**src/rtl/fifo_rd_drain_if.sv**
```systemverilog
// fifo_rd_drain_if: the FIFO read port and UART TX request signals that the
// drain block uses to move words from the FIFO into the transmitter.
//
// Handshake rules:
//   FIFO side : RD_DATA is valid whenever RD_EMPTY=0. The FIFO pops the
//               current word on the R_CLK edge where RD_INC=1. RD_INC is
//               never high while RD_EMPTY=1.
//   UART side : TX_VALID is a one-cycle request with TX_DATA stable in that
//               cycle. The transmitter accepts the word by raising TX_BUSY
//               and drops TX_BUSY when it is done.
//
// Signals:
//   RD_EMPTY  FIFO empty flag            (slave -> master)
//   RD_DATA   FIFO word at read address  (slave -> master)
//   RD_INC    pop strobe                 (master -> slave)
//   TX_BUSY   UART TX busy               (slave -> master)
//   TX_DATA   word presented to UART TX  (master -> slave)
//   TX_VALID  one-cycle TX request       (master -> slave)
// Modports: master = drain block, slave = FIFO read port plus UART TX.
interface fifo_rd_drain_if #(
  parameter int DATA_WIDTH = 8
);
  logic                  RD_EMPTY;
  logic [DATA_WIDTH-1:0] RD_DATA;
  logic                  RD_INC;
  logic                  TX_BUSY;
  logic [DATA_WIDTH-1:0] TX_DATA;
  logic                  TX_VALID;

  modport master (
    input  RD_EMPTY, RD_DATA, TX_BUSY,
    output RD_INC, TX_DATA, TX_VALID
  );

  modport slave (
    output RD_EMPTY, RD_DATA, TX_BUSY,
    input  RD_INC, TX_DATA, TX_VALID
  );
endinterface

```
**src/rtl/fifo_rd_drain.sv**
```systemverilog
// fifo_rd_drain: read-domain consumer of the asynchronous FIFO. Pops one word
// at a time and hands it to the UART transmitter through the valid/busy
// handshake described in fifo_rd_drain_if.
//
// Optional feature macro: FIFO_RD_DRAIN_TIMEOUT_EN
//   defined   : WAIT_BUSY aborts to IDLE after BUSY_TIMEOUT cycles without
//               TX_BUSY, setting the sticky TX_ERR flag; the word is dropped.
//   undefined : WAIT_BUSY waits indefinitely and TX_ERR is tied to 0.
//
// Ports:
//   R_CLK       read-domain clock, rising edge
//   R_RST_n     asynchronous active-low reset
//   DRAIN_EN    permits new pops, sampled only in IDLE
//   bus         fifo_rd_drain_if.master (FIFO read port + UART TX request)
//   DRAIN_BUSY  registered, high in any state other than IDLE
//   TX_ERR      sticky handshake-timeout flag
//   DBG_STATE   current FSM state (IDLE=0, SEND=1, WAIT_BUSY=2, WAIT_DONE=3)
module fifo_rd_drain #(
  parameter int DATA_WIDTH   = 8,
  parameter int BUSY_TIMEOUT = 8
) (
  input  logic                  R_CLK,
  input  logic                  R_RST_n,
  input  logic                  DRAIN_EN,
  fifo_rd_drain_if.master       bus,
  output logic                  DRAIN_BUSY,
  output logic                  TX_ERR,
  output logic [1:0]            DBG_STATE
);

  if ((BUSY_TIMEOUT < 2) || (BUSY_TIMEOUT > 255)) begin : g_bad_timeout
    $error("fifo_rd_drain: BUSY_TIMEOUT must be within 2..255");
  end

  typedef enum logic [1:0] {
    IDLE      = 2'd0,
    SEND      = 2'd1,
    WAIT_BUSY = 2'd2,
    WAIT_DONE = 2'd3
  } state_t;

  state_t                state_q, state_nx;
  logic                  pop_ok;
  logic                  rd_inc;
  logic [DATA_WIDTH-1:0] tx_data_q;
  logic                  tx_valid_q;
  logic                  drain_busy_q;

`ifdef FIFO_RD_DRAIN_TIMEOUT_EN
  logic [7:0]            to_cnt_q;
  logic                  to_hit;
  logic                  tx_err_q;
`endif

  assign pop_ok = DRAIN_EN & ~bus.RD_EMPTY & ~bus.TX_BUSY;

  always_comb begin
    state_nx = state_q;
    rd_inc   = 1'b0;
`ifdef FIFO_RD_DRAIN_TIMEOUT_EN
    to_hit   = 1'b0;
`endif
    case (state_q)
      IDLE: begin
        if (pop_ok) begin
          rd_inc   = 1'b1;
          state_nx = SEND;
        end
      end
      SEND: begin
        // TX_BUSY is deliberately ignored here; WAIT_BUSY sees it next cycle.
        state_nx = WAIT_BUSY;
      end
      WAIT_BUSY: begin
        if (bus.TX_BUSY) begin
          state_nx = WAIT_DONE;
`ifdef FIFO_RD_DRAIN_TIMEOUT_EN
        end else if (to_cnt_q == 8'(BUSY_TIMEOUT - 1)) begin
          // This cycle's increment would make the count reach BUSY_TIMEOUT.
          to_hit   = 1'b1;
          state_nx = IDLE;
`endif
        end
      end
      WAIT_DONE: begin
        if (!bus.TX_BUSY) state_nx = IDLE;
      end
      default: state_nx = IDLE;
    endcase
  end

  // Gated by reset so no pop reaches the FIFO while the block is held.
  assign bus.RD_INC = rd_inc & R_RST_n;

  always_ff @(posedge R_CLK or negedge R_RST_n) begin
    if (!R_RST_n) begin
      state_q      <= IDLE;
      tx_data_q    <= '0;
      tx_valid_q   <= 1'b0;
      drain_busy_q <= 1'b0;
    end else begin
      state_q      <= state_nx;
      tx_valid_q   <= rd_inc;
      drain_busy_q <= (state_nx != IDLE);
      if (rd_inc) tx_data_q <= bus.RD_DATA;
    end
  end

`ifdef FIFO_RD_DRAIN_TIMEOUT_EN
  // Held at zero outside WAIT_BUSY, so it starts from zero on every entry.
  always_ff @(posedge R_CLK or negedge R_RST_n) begin
    if (!R_RST_n) begin
      to_cnt_q <= '0;
      tx_err_q <= 1'b0;
    end else begin
      if (state_q != WAIT_BUSY) to_cnt_q <= '0;
      else if (!bus.TX_BUSY)    to_cnt_q <= to_cnt_q + 8'd1;
      if (to_hit) tx_err_q <= 1'b1;
    end
  end

  assign TX_ERR = tx_err_q;
`else
  assign TX_ERR = 1'b0;
`endif

  assign bus.TX_DATA  = tx_data_q;
  assign bus.TX_VALID = tx_valid_q;
  assign DRAIN_BUSY   = drain_busy_q;
  assign DBG_STATE    = state_q;

endmodule

```
**src/flat_wrapper.sv**
```systemverilog
// flat-port wrapper written by rule: the top's interface ports become plain ports
module fifo_rd_drain_flat 
#(
  parameter int DATA_WIDTH   = 8,
  parameter int BUSY_TIMEOUT = 8
)
  (R_CLK, R_RST_n, DRAIN_EN, DRAIN_BUSY, TX_ERR, DBG_STATE, bus_RD_EMPTY, bus_RD_DATA, bus_TX_BUSY, bus_RD_INC, bus_TX_DATA, bus_TX_VALID);
  fifo_rd_drain_if #(.DATA_WIDTH(DATA_WIDTH)) bus_i ();
  input  logic R_CLK;
  input  logic R_RST_n;
  input  logic DRAIN_EN;
  output logic DRAIN_BUSY;
  output logic TX_ERR;
  output logic [1:0] DBG_STATE;
  input wire logic [$bits(bus_i.RD_EMPTY)-1:0] bus_RD_EMPTY;
  input wire logic [$bits(bus_i.RD_DATA)-1:0] bus_RD_DATA;
  input wire logic [$bits(bus_i.TX_BUSY)-1:0] bus_TX_BUSY;
  output wire logic [$bits(bus_i.RD_INC)-1:0] bus_RD_INC;
  output wire logic [$bits(bus_i.TX_DATA)-1:0] bus_TX_DATA;
  output wire logic [$bits(bus_i.TX_VALID)-1:0] bus_TX_VALID;
  assign bus_i.RD_EMPTY = bus_RD_EMPTY;
  assign bus_i.RD_DATA = bus_RD_DATA;
  assign bus_i.TX_BUSY = bus_TX_BUSY;
  assign bus_RD_INC = bus_i.RD_INC;
  assign bus_TX_DATA = bus_i.TX_DATA;
  assign bus_TX_VALID = bus_i.TX_VALID;
  fifo_rd_drain #(.DATA_WIDTH(DATA_WIDTH), .BUSY_TIMEOUT(BUSY_TIMEOUT)) u_core (.R_CLK(R_CLK), .R_RST_n(R_RST_n), .DRAIN_EN(DRAIN_EN), .bus(bus_i), .DRAIN_BUSY(DRAIN_BUSY), .TX_ERR(TX_ERR), .DBG_STATE(DBG_STATE));
endmodule
```
**config.mk**
```make
export PLATFORM = sky130hd
export DESIGN_NAME = fifo_rd_drain_flat
export DESIGN_NICKNAME = d
export VERILOG_FILES = /design/src/rtl/fifo_rd_drain_if.sv /design/src/rtl/fifo_rd_drain.sv /design/src/flat_wrapper.sv
export SDC_FILE = /design/constraint.sdc
export NUM_CORES = 1
export LEC_CHECK = 0
export CAP_MARGIN = 20
export CORE_AREA = 10 10 49 51
export DETAILED_ROUTE_END_ITERATION = 8
export DIE_AREA = 0 0 59 61
export PLACE_DENSITY = 0.71
export SYNTH_ARGS = -nofsm -noshare
export SYNTH_HDL_FRONTEND = slang
export SYNTH_SLANG_ARGS = --single-unit
export TNS_END_PERCENT = 5
```
**constraint.sdc**
```tcl
create_clock -name R_CLK -period 2 [get_ports R_CLK]
set_clock_uncertainty 0.05 [all_clocks]
set_input_delay 0.4 -clock R_CLK [delete_from_list [all_inputs] [get_ports R_CLK]]
set_output_delay 0.4 -clock R_CLK [all_outputs]
set_load 0.01 [all_outputs]
```
==> results of run 1 <==
worst max-delay path: stages, from the launching register on:
cell	delay (ns)
dfrtp_1	0.39
or2_4	0.27
nor4b_4	0.27
and2_4	0.18
buf_6	0.09
worst paths after layout:
| check | from | to | slack (ns) | depth (start not counted) |
|---|---|---|---|---|
| worst max-delay path | u_core.DBG_STATE[0]$_DFF_PN0_ | bus_RD_INC | 0.09 | 4 |
| max in group asynchronous | R_RST_n | u_core.DBG_STATE[1]$_DFF_PN0_ | 1.31 | 2 |
| min in group R_CLK | u_core.bus.TX_DATA[3]$_DFFE_PN0P_ | u_core.bus.TX_DATA[3]$_DFFE_PN0P_ | 0.46 | 1 |
| worst max register to register | u_core.DBG_STATE[0]$_DFF_PN0_ | u_core.bus.TX_DATA[3]$_DFFE_PN0P_ | 0.14 | 6 |
| worst min-delay path | R_RST_n | u_core.bus.TX_DATA[3]$_DFFE_PN0P_ | 0.44 | 2 |
| worst min register to register | u_core.bus.TX_DATA[3]$_DFFE_PN0P_ | u_core.bus.TX_DATA[3]$_DFFE_PN0P_ | 0.46 | 1 |
state kept, by name (all words and copies together), names as in the netlist:
register and count:
u_core.bus.TX_VALID 1, u_core.DRAIN_BUSY 1, u_core.bus.TX_DATA 8, u_core.DBG_STATE 2
what timing repair did:
action / CTS / global route
setup buffers: 2 / 1
pin swaps: 2 / 3
endpoints found under the setup margin: 1 / 1
resized for setup: 5 / 1
metal layers:
| layer | up-vias | routed length, um | part of all wire, % | global-route usage (%) |
|---|---|---|---|---|
| met5 | - | 0 | 0 | 0 |
| met4 | 0 | 8 | 0.64 | 3.93 |
| met2 | 26 | 476 | 38 | 9.46 |
| met3 | 2 | 261 | 21 | 7.31 |
| li1 | 172 | - | - | - |
| met1 | 172 | 499 | 40 | 6.56 |
cell usage after synthesis:
| master | count |
|---|---|
| dfrtp_1 | 12 |
| mux2_4 | 6 |
| a211o_2 | 1 |
| and2_2 | 1 |
| mux2_2 | 2 |
| a21o_2 | 1 |
| conb_1 | 1 |
| nand2_1 | 1 |
| o21a_1 | 1 |
| buf_6 | 1 |
| nor4b_4 | 1 |
| or2_4 | 1 |
| buf_4 | 1 |
cell families after synthesis:
| logic type | share of synthesized area, % |
|---|---|
| flops | 59.4 |
| buf+inv | 3.71 |
| simple gates | 8.66 |
| mux | 22.3 |
| other cells | 0.742 |
| compound gates | 5.20 |
final cells by class:
cell class | count | share of cell area (%)
Sequential cell | 12 | 35.1
Tap cell | 16 | 2.34
Clock buffer | 4 | 4.24
Timing Repair Buffer | 33 | 36.4
Multi-Input combinational cell | 16 | 21.9
power by group through the flow:
stage / logic (mW) / registers, mW / clock network, mW
floorplan: 0.161 / 0.457 / 0
global placement: 0.510 / 0.403 / 0
detailed placement: 0.518 / 0.399 / 0
CTS: 0.531 / 0.402 / 0.191
global route: 0.561 / 0.416 / 0.198
finish: 0.523 / 0.399 / 0.187
stage by stage:
stage | power [mW] | util [%] | setup TNS, ns | cell area, um2 | worst slack [ns]
floorplan | 0.618 | - | 0 | 505 | 0.216
global placement | 0.913 | 54.0 | -0.289 | 795 | -0.289
detailed placement | 0.916 | 54.0 | -0.324 | 795 | -0.324
CTS | 1.12 | 57.2 | 0 | 842 | 0.0337
global route | 1.17 | 58.2 | 0 | 856 | 0.00978
finish | 1.11 | 58.2 | 0 | 856 | 0.0945
==> summary.txt, run 1 <==
maxcap violations -> 0
Worst Hold Slack -> 0.444 ns
Synth area leader -> dfrtp_1
DR iter-0 viols -> 2
commonest non-fill, non-tap cell in the layout -> clkdlybuf4s50_1
cell area after synthesis -> 505 um2
Power Dens Cells -> 1300 nW/um2
CTS clock-pin slew for the worst setup and hold paths -> 0.07 ns
syn nets -> 43
first-pass iteration count of the detailed router -> 4
Longest Clk Path Bufs -> 2
first-pass GRT wire length -> 1.88 mm
die area -> 3600 um2
largest net degree at the start of global routing -> 13
vias in the first global route -> 394
synth unique cells -> 13
Cells after Synth -> 30
arrival time worst endpoint -> 1.46 ns
Starting Density -> 34.4%
# IOs -> 27
core area -> 1470 um2
FF+latch count, synth -> 12
Post-DP HPWL -> 990 um
Non-Filler Instances -> 81
Worst EP required -> 1.55 ns
area grow syn2layout -> 69.3%
diode count -> 0
Syn Area/Cell -> 16.8 um2
worst vdd ir -> 0.000629 V
GP Congestion -> 0.689
CTS tree -> built
Startpoint Class -> flip-flop
clk_lat worst skew -> 0.26 ns
Seq/Total Area, Yosys -> 59.4%
Int Power -> 810 uW
vias per cell -> 4.59
Layout Nets -> 79
Die Ht -> 61 um
commonest non-fill, non-tap cells in the layout -> clkdlybuf4s50_1 (24), dfrtp_1 (12), buf_4 (8)
clk root buf -> clkbuf_4
Total GRT Usage -> 6.99%
Die Width -> 59 um
Buffers on Ports -> 25
CP max FO -> 2
Routed WL per cell -> 15.4 um
DR DRC count -> 0
Final Hold Vio Count -> 0
antenna violations before repair -> 0
Flop pwr share -> 36.0%
endpoints failing setup -> 0
Num CTS Buffers -> 3
via count -> 372
worst min path class -> primary input to async pin
clock network power share -> 16.9%
Hold-fix buffers, CTS -> 0
Multi-input gate area -> 188 um2
share of cells above drive strength 1 -> 40.0%
FF/Latch Area -> 300 um2
Sw Pwr -> 299 uW
Max Slew Vio Count -> 0
Final ANT Viol Nets -> 0
switching part of the total power -> 27.0%
Setup CP Type -> flip-flop to output port
combinational share of power -> 47.2%
period utilization -> 95.3%
status -> finished, final reports clean
fmax -> 525 MHz
unrepaired setup endpoints after global routing -> no
placed cell count -> 74
fin crit period -> 1.91 ns
total gr overflow -> 0
critical path endpoint category -> output port
top cells by area, synth -> dfrtp_1 (59%), mux2_4 (18%), nor4b_4 (4.7%), mux2_2 (4.5%), buf_6 (2.2%)
FILL cells -> 138
Synth Warn # -> 0
share of the synthesized area in the top cell type -> 59.4%
clock sink count -> 12
final WL -> 1.25 mm
H-tree Lvls -> 1
leakage power -> 0.385 nW
# rows -> 14
Note: power is estimated with default switching activity, not from simulation.
==> run 2, diff against run 1 <==
--- a/config.mk
+++ b/config.mk
@@ -6,10 +6,11 @@
 export NUM_CORES = 1
 export LEC_CHECK = 0
 export CAP_MARGIN = 20
-export CORE_AREA = 10 10 49 51
+export CORE_AREA = 10 10 48 50
+export CTS_BUF_LIST = sky130_fd_sc_hd__clkbuf_8
 export DETAILED_ROUTE_END_ITERATION = 8
-export DIE_AREA = 0 0 59 61
-export PLACE_DENSITY = 0.71
+export DIE_AREA = 0 0 58 60
+export PLACE_DENSITY = 0.75
 export SYNTH_ARGS = -nofsm -noshare
 export SYNTH_HDL_FRONTEND = slang
 export SYNTH_SLANG_ARGS = --single-unit
==> run 2 against run 1 <==
Compared with the run above: clock power up 34%; flip-flop and latch count did not move; count of clock-buffer cells in the layout unchanged; design area decreased by 0.29%; sequential power is essentially flat; via count down 3.5%; critical path depth stayed put; setup slack better by 0.015 ns; largest cell class is now sequential cells; highest routed layer unchanged.
==> summary.txt, run 2 (same netlist as run 1, synthesis figures left out) <==
die area -> 3480 um2
commonest non-fill, non-tap cells in the layout -> clkdlybuf4s50_1 (24), dfrtp_1 (12), mux2_4 (6), buf_4 (6), clkbuf_8 (4)
setup TNS -> 0 ns
Max Slew Vio Count -> 0
DP Area -> 795 um2
arrival time worst endpoint -> 1.44 ns
Worst EP required -> 1.55 ns
status -> finished, final reports clean
Layout Nets -> 77
Die Width -> 58 um
largest net degree at the start of global routing -> 13
final WL -> 1.12 mm
CP max-delay cell -> clkdlybuf4s50_1
clk_lat worst skew -> 0.23 ns
Num CTS Buffers -> 3
core area -> 1440 um2
Post-DP HPWL -> 903 um
first-pass iteration count of the detailed router -> 2
worst vdd ir -> 0.000890 V
fin crit period -> 1.89 ns
first-pass GRT wire length -> 1.81 mm
total gr overflow -> 0
Die Ht -> 60 um
Multi-input gate area -> 188 um2
max FFs per register -> 8
Power Dens Cells -> 1350 nW/um2
antenna violations before repair -> 0
clock sink count -> 12
clk root buf -> clkbuf_8
DR DRC count -> 0
worst min path class -> primary input to async pin
Final Hold Vio Count -> 0
vias in the first global route -> 406
Setup CP Type -> primary input to output port
# rows -> 14
leakage power -> 0.381 nW
Hold-fix buffers, CTS -> 0
crit path cell chain -> clkdlybuf4s50_1 -> nor4b_4 -> and2_4 -> buf_2
fin util -> 59.4%
post-route cell area -> 853 um2
Total GRT Usage -> 6.88%
fmax -> 529 MHz
diode count -> 0
via count -> 359
Longest Clk Path Bufs -> 2
critical path endpoint category -> output port
DR iter-0 viols -> 3
FF/Latch Area -> 300 um2
Non-Filler Instances -> 79
GP Congestion -> 0.627
endpoints failing setup -> 0
Final ANT Viol Nets -> 0
CTS tree -> built
unrepaired setup endpoints after global routing -> no
H-tree Lvls -> 1
placed cell count -> 74
share of cells above drive strength 1 -> 38.1%
commonest non-fill, non-tap cell in the layout -> clkdlybuf4s50_1
area grow syn2layout -> 68.8%
# IOs -> 27
maxcap violations -> 0
slowest stage delay, CP -> 0.44 ns
CP max FO -> 2
Buffers on Ports -> 25
FILL cells -> 132
vias per cell -> 4.54
CTS clock-pin slew for the worst setup and hold paths -> 0.05 ns
Starting Density -> 35.2%
period utilization -> 94.5%
total power -> 1.16 mW
Startpoint Class -> primary input
Routed WL per cell -> 14.1 um
-- run 2: cell types whose count changed in the layout (fill, tap and decap cells not counted) --
cell      before  now
buf_2          0    1
buf_4          8    6
buf_6          1    0
clkbuf_4       3    0
clkbuf_8       1    4
-- run 2: worst max-delay path: cells and delay by family --
kind,cells,cell delay (ns)
AND/OR/NAND/NOR,2,0.47
buffers and inverters,2,0.56
-- run 2: worst paths after layout --
kind / startpoint / end / slack (ns) / cells after the start
min in group R_CLK: u_core.bus.TX_DATA[2]$_DFFE_PN0P_ / u_core.bus.TX_DATA[2]$_DFFE_PN0P_ / 0.45 / 1
hold reg to reg: u_core.bus.TX_DATA[2]$_DFFE_PN0P_ / u_core.bus.TX_DATA[2]$_DFFE_PN0P_ / 0.45 / 1
setup / recovery: bus_RD_EMPTY / bus_RD_INC / 0.11 / 4
hold / removal: R_RST_n / u_core.bus.TX_DATA[3]$_DFFE_PN0P_ / 0.45 / 2
setup reg to reg: u_core.DBG_STATE[1]$_DFF_PN0_ / u_core.bus.TX_DATA[3]$_DFFE_PN0P_ / 0.23 / 5
max in group asynchronous: R_RST_n / u_core.DRAIN_BUSY$_DFF_PN0_ / 1.30 / 2
-- run 2: per-layer routing --
metal	part of all wire (%)	global-route usage [%]
met1	37	6.42
met5	0	0
met3	14	5.08
met2	48	10.7
met4	1.2	4.03
-- run 2: layout make-up --
| type | count | share of cell area [%] |
|---|---|---|
| flip-flops and latches | 12 | 35.2 |
| well taps | 16 | 2.35 |
| repair buffers | 31 | 34.0 |
| multi-input cells | 16 | 22.0 |
| clock buffers | 4 | 6.45 |
-- run 2: report_power, final --
part           switching, mW  total, mW  internal [mW]
clock network         0.0777      0.251          0.173
registers             0.0512      0.398          0.347
logic                  0.165      0.506          0.341
-- run 2: per-stage QoR --
stage	hold WS [ns]	worst slack, ns
3_5_place_dp	0.441	-0.322
6_report	0.449	0.109
5_1_grt	0.476	0.0564
3_3_place_gp	0.440	-0.300
2_1_floorplan	0.0544	0.216
4_1_cts	0.454	0.000578
-- run 2: what timing repair did --
action	CTS	global route
cloned	0	0
endpoints found under the setup margin	1	1
gates resized for setup	4	1
setup buffers	1	0
pin swaps	1	2
==> run 3, diff against run 2 <==
--- a/config.mk
+++ b/config.mk
@@ -14,4 +14,3 @@
 export SYNTH_ARGS = -nofsm -noshare
 export SYNTH_HDL_FRONTEND = slang
 export SYNTH_SLANG_ARGS = --single-unit
-export TNS_END_PERCENT = 5
==> results of run 3 <==
No change in the layout: final DEF, timing and power equal those of run 2.
